File: src/rtl/mac_2s_to_signmag.sv
// Two's complement (WIDTH+1 bits) to {sign, WIDTH-bit magnitude} stream converter.
// Two register stages with valid/ready back-pressure, saturation of -2^WIDTH and a sticky event counter.
module mac_2s_to_signmag #(
  parameter int unsigned WIDTH = 10,
  parameter int unsigned CNT_W = 16
) (
  input  logic             i_clk,
  input  logic             i_reset,
  input  logic             i_valid,
  output logic             o_ready,
  input  logic [WIDTH:0]   i_data,
  output logic             o_valid,
  input  logic             i_ready,
  output logic             o_sign,
  output logic [WIDTH-1:0] o_mant,
  output logic             o_sat,
  input  logic             i_clr_cnt,
  output logic [CNT_W-1:0] o_sat_cnt
);

  logic             s1_v_q, s1_v_d;
  logic             s1_sign_q, s1_sign_d;
  logic [WIDTH-1:0] s1_bits_q, s1_bits_d;
  logic             s1_min_q, s1_min_d;

  logic             s2_v_q, s2_v_d;
  logic             s2_sign_q, s2_sign_d;
  logic [WIDTH-1:0] s2_mant_q, s2_mant_d;
  logic             s2_sat_q, s2_sat_d;

  logic [CNT_W-1:0] cnt_q, cnt_d;

  logic             s1_adv, s2_adv, sat_inc;
  logic [WIDTH:0]   sum;

  always_comb begin
    s2_adv    = !s2_v_q || i_ready;
    s1_adv    = !s1_v_q || s2_adv;

    s1_v_d    = s1_v_q;
    s1_sign_d = s1_sign_q;
    s1_bits_d = s1_bits_q;
    s1_min_d  = s1_min_q;
    s2_v_d    = s2_v_q;
    s2_sign_d = s2_sign_q;
    s2_mant_d = s2_mant_q;
    s2_sat_d  = s2_sat_q;
    cnt_d     = cnt_q;

    if (s1_adv) begin
      s1_v_d = i_valid;
      if (i_valid) begin
        s1_sign_d = i_data[WIDTH];
        s1_bits_d = i_data[WIDTH] ? ~i_data[WIDTH-1:0] : i_data[WIDTH-1:0];
        s1_min_d  = (i_data == {1'b1, {WIDTH{1'b0}}});
      end
    end

    sum = {1'b0, s1_bits_q} + {{WIDTH{1'b0}}, s1_sign_q};

    if (s2_adv) begin
      s2_v_d = s1_v_q;
      if (s1_v_q) begin
        // A carry out of the increment only happens for -2^WIDTH, same as s1_min.
        if (s1_min_q || sum[WIDTH]) begin
          s2_sign_d = 1'b1;
          s2_mant_d = '1;
          s2_sat_d  = 1'b1;
        end else begin
          s2_sign_d = s1_sign_q && (|sum[WIDTH-1:0]);
          s2_mant_d = sum[WIDTH-1:0];
          s2_sat_d  = 1'b0;
        end
      end
    end

    sat_inc = s2_v_q && i_ready && s2_sat_q;
    if (i_clr_cnt) begin
      cnt_d = sat_inc ? CNT_W'(1) : '0;
    end else if (sat_inc && (cnt_q != '1)) begin
      cnt_d = cnt_q + CNT_W'(1);
    end
  end

  always_ff @(posedge i_clk) begin
    if (i_reset) begin
      s1_v_q    <= 1'b0;
      s1_sign_q <= 1'b0;
      s1_bits_q <= '0;
      s1_min_q  <= 1'b0;
      s2_v_q    <= 1'b0;
      s2_sign_q <= 1'b0;
      s2_mant_q <= '0;
      s2_sat_q  <= 1'b0;
      cnt_q     <= '0;
    end else begin
      s1_v_q    <= s1_v_d;
      s1_sign_q <= s1_sign_d;
      s1_bits_q <= s1_bits_d;
      s1_min_q  <= s1_min_d;
      s2_v_q    <= s2_v_d;
      s2_sign_q <= s2_sign_d;
      s2_mant_q <= s2_mant_d;
      s2_sat_q  <= s2_sat_d;
      cnt_q     <= cnt_d;
    end
  end

  assign o_ready   = s1_adv;
  assign o_valid   = s2_v_q;
  assign o_sign    = s2_sign_q;
  assign o_mant    = s2_mant_q;
  assign o_sat     = s2_sat_q;
  assign o_sat_cnt = cnt_q;

endmodule
File: config.mk
export PLATFORM = sky130hd
export DESIGN_NAME = mac_2s_to_signmag
export DESIGN_NICKNAME = d
export VERILOG_FILES = /design/src/rtl/mac_2s_to_signmag.sv
export SDC_FILE = /design/constraint.sdc
export NUM_CORES = 1
export LEC_CHECK = 0
export BUFFER_PORTS_ARGS = -buffer_cell sky130_fd_sc_hd__buf_2
export CAP_MARGIN = 20
export CORE_MARGIN = 2
export CORE_UTILIZATION = 50
export CTS_CLUSTER_SIZE = 16
export DETAILED_ROUTE_END_ITERATION = 12
export PLACE_DENSITY = 0.83
export SETUP_SLACK_MARGIN = 0.02
export SYNTH_ARGS = -nofsm -noshare
export SYNTH_HDL_FRONTEND = slang
export SYNTH_SLANG_ARGS = --single-unit
File: constraint.sdc
create_clock -name i_clk -period 2.3 [get_ports i_clk]
set_clock_uncertainty 0.15 [all_clocks]
set_input_delay 0.46 -clock i_clk [delete_from_list [all_inputs] [get_ports i_clk]]
set_output_delay 0.46 -clock i_clk [all_outputs]
set_load 0.01 [all_outputs]
==> results.md <==
* Final worst slack at 0.273 ns
* Setup slack after placement at 0.282 ns
* ANT cells at 0
* Final Power at 1.41 mW
* Switch share at 25.5%
* Seq/Total Area, Yosys at 38.1%
* Mapped Avg Cell Area at 8.89 um2
* CP Data Required Time at 2.31 ns
* # Post-CTS Setup Buffers at 0
* Initial Util at 51.3%
* Prevailing post-synth register cell: dfxtp_1
* Commonest non-fill, non-tap cell in the layout: buf_2
* Net count, final at 303
* Hold Buf Count CTS at 0
* Routed WL at 4.36 mm
* WL per Instance at 13.0 um
* Tcrit/Tclk final at 88.1%
* Finished Layout Cells at 336
* PD cells at 565 mW/mm2
* Fmax at 0.493 GHz
* Via/cell ratio at 5.49
* Class of the worst hold path: in2reg
* HPWL Detailed at 3.25 mm
* Outcome: completed
* Max Fanout on Critical Path at 6
* Net Switching at 0.360 mW
* Row count at 24
* Vias in the first global route at 1667
* Die ar. at 0.00496 mm2
* Total track usage at 18.8%
* CP Class: reg2reg
* Hold WS at 0.292 ns
* Clk pwr share at 31.1%
* Slew @ Worst Pin at 0.886 ns
* Antenna-violating nets left at 0
* Clock Latency Late Sink at 0.28 ns
* Final setup vio count at 0
* Crit-path max cell delay at 0.36 ns
* CP bufs+invs at 0
* CTS H-tree depth at 2
* Worst-path clk slew at 0.07 ns
* Number of enable flip-flop cells after synthesis at 0
* Gpl congestion at 0.880
* CP endpoint kind: flip-flop
* Final Hold Viols at 0
* Max Cap Viol at 0
* CP top delay family: adder cells
* DR iter-0 viols at 99
* Die Span X at 70.4 um
* TritonCTS Buffers at 5
* CP Launch Type: flip-flop
* Root Buffer: clkbuf_8
* Cells after Synth at 248
* First-pass GRT wire length at 7.65 mm
* Vias post-DR at 1844
* Crit-path cells: ha_1 -> ha_1 -> nand4_2 -> nor2_1 -> mux2i_1 -> a2111oi_2 -> o21ai_1
* Slew HR at 40.9%
* Pint at 1.05 mW
* Most frequent cells in the layout: 45 x buf_2, 43 x nor2_1, 42 x dfxtp_1, 24 x xnor2_1, 21 x a211oi_1
* Part of the power in combinational logic at 12.3%
* Std-Cell Core Area at 0.00429 mm2
* DR DRC count at 0
* Setup TNS Final at 0 ns
* Flop pwr share at 56.5%
* Resize count post-CTS at 0
* Maximum vdd ir drop at 322 uV
* Inst Count DP at 329
* Detailed-router iteration count before antenna repair at 4
* Crit path top cell by count: ha_1
* Largest net degree at the start of global routing at 30
* Share of cells above drive strength 1 at 25.0%
* Synth unique cells at 49
* CTS tree: done
* Die H at 70.4 um
* CTS Buffer Depth at 2
* Netlist area before placement at 0.00220 mm2
* Final Slew Violations at 0
* Syn Nets at 267
* Asr flop ratio synth at 0%
* Fillers at 383
* Flip-flop and latch count after synthesis at 42
* Ys Warns at 0
* Clk sinks at 42
* Register area at 841 um2
* Worst path slowest cell: dfxtp_1
* RSZ-0062 raised after global routing: false
* Total grt overflow at 0
* Fin crit period at 2.03 ns
* Worst path arrival time at 2.04 ns
* Pleak at 0.929 nW
* Number of I/O pins at 46
* I/O Buffers at 45
* Initial antenna violation count at 0
* Multi-input gate area in the final layout at 0.00126 mm2
* Synth-to-Final Area Change at 13.2%
==> synth_stat cells (2+ instances only) <==
cell,count,share of area (%)
a211oi_1,21,7.2
nand4_1,6,1.7
nor2b_1,2,0.57
o21bai_1,2,0.68
xor2_1,4,1.6
and4_4,3,1.5
a21oi_1,4,0.91
nor3_1,7,1.6
ha_1,3,1.7
buf_2,7,1.6
nand4_2,2,1.1
nand3_1,9,2.0
mux2i_1,4,1.8
o21ai_0,4,0.91
clkbuf_1,7,1.2
nor3_2,2,0.91
nor4b_4,2,2.2
a311oi_1,2,0.79
xnor2_1,24,9.5
dfxtp_1,42,38
nand2b_1,3,0.85
and3_1,3,0.85
or3_1,2,0.57
nor2_1,43,7.3
inv_1,5,0.85
nand2_1,10,1.7
nor4_1,3,0.85
==> layer usage <==
layer | share of wire (%) | up-vias | GRT usage (%) | routed length, um
li1 | - | 953 | - | -
met1 | 48 | 841 | 26.8 | 2090
met2 | 46 | 46 | 27.7 | 2010
met3 | 4.9 | 4 | 4.76 | 215
met4 | 1.1 | 0 | 6.20 | 48
met5 | 0 | - | 0 | 0
==> final cells by class <==
type / instances / share of cell area, %
Multi-Input combinational cell: 184 / 50.6
Sequential cell: 42 / 33.7
Timing Repair Buffer: 46 / 9.33
Clock buffer: 7 / 3.06
Tap cell: 52 / 2.61
Inverter: 5 / 0.752
==> per-stage QoR <==
stage | util, % | cell area [um2]
global route | 58.1 | 2490
finish | 58.1 | 2490
detailed placement | 56.3 | 2420
global placement | 56.3 | 2420
CTS | 58.1 | 2490
floorplan | - | 2200
==> tightest hold or removal path: cells and delay by family <==
family                 cells  cell delay [ns]
buffers and inverters      2             0.12
AOI/OAI and AO/OA          1             0.11
==> power groups by stage <==
stage                     registers (mW)  logic (mW)  clock network (mW)
after global placement             0.811       0.171                   0
final                              0.796       0.174               0.439
after detailed placement           0.813       0.174                   0
after global routing               0.803       0.196               0.476
after floorplan                    0.802       0.132                   0
after CTS                          0.796       0.174               0.449
==> kinds of logic (layout without fill, tap and decap cells) <==
family,count (synthesis),after routing,synth area share (%)
buffers and inverters,22,58,4.65
muxes,4,4,1.82
xor gates and xnor gates,28,28,11.1
DFF,42,42,38.1
AOI/OAI and AO/OA,41,41,13.8
and+or+nand+nor,108,108,28.7
adders and majority gates,3,3,1.70
==> final timing paths <==
check        cells past startpoint                    from  slack [ns]                     to
max                              7  s1_sign_q$_SDFFE_PP0P_        0.27    o_sign$_SDFFE_PP0P_
min reg2reg                      2   s1_min_q$_SDFFE_PP0P_        0.34  s1_min_q$_SDFFE_PP0P_
min                              3                 i_valid        0.29    s1_v_q$_SDFFE_PP0N_
max reg2reg                      7  s1_sign_q$_SDFFE_PP0P_        0.27    o_sign$_SDFFE_PP0P_
==> registers in the layout, indices dropped and copies added (netlist names) <==
name and cells:
o_mant 10, o_sat_cnt 16, o_valid 1, s1_v_q 1, o_sat 1, o_sign 1
s1_bits_q 10, s1_min_q 1, s1_sign_q 1
(Power assumes the default switching activity.)
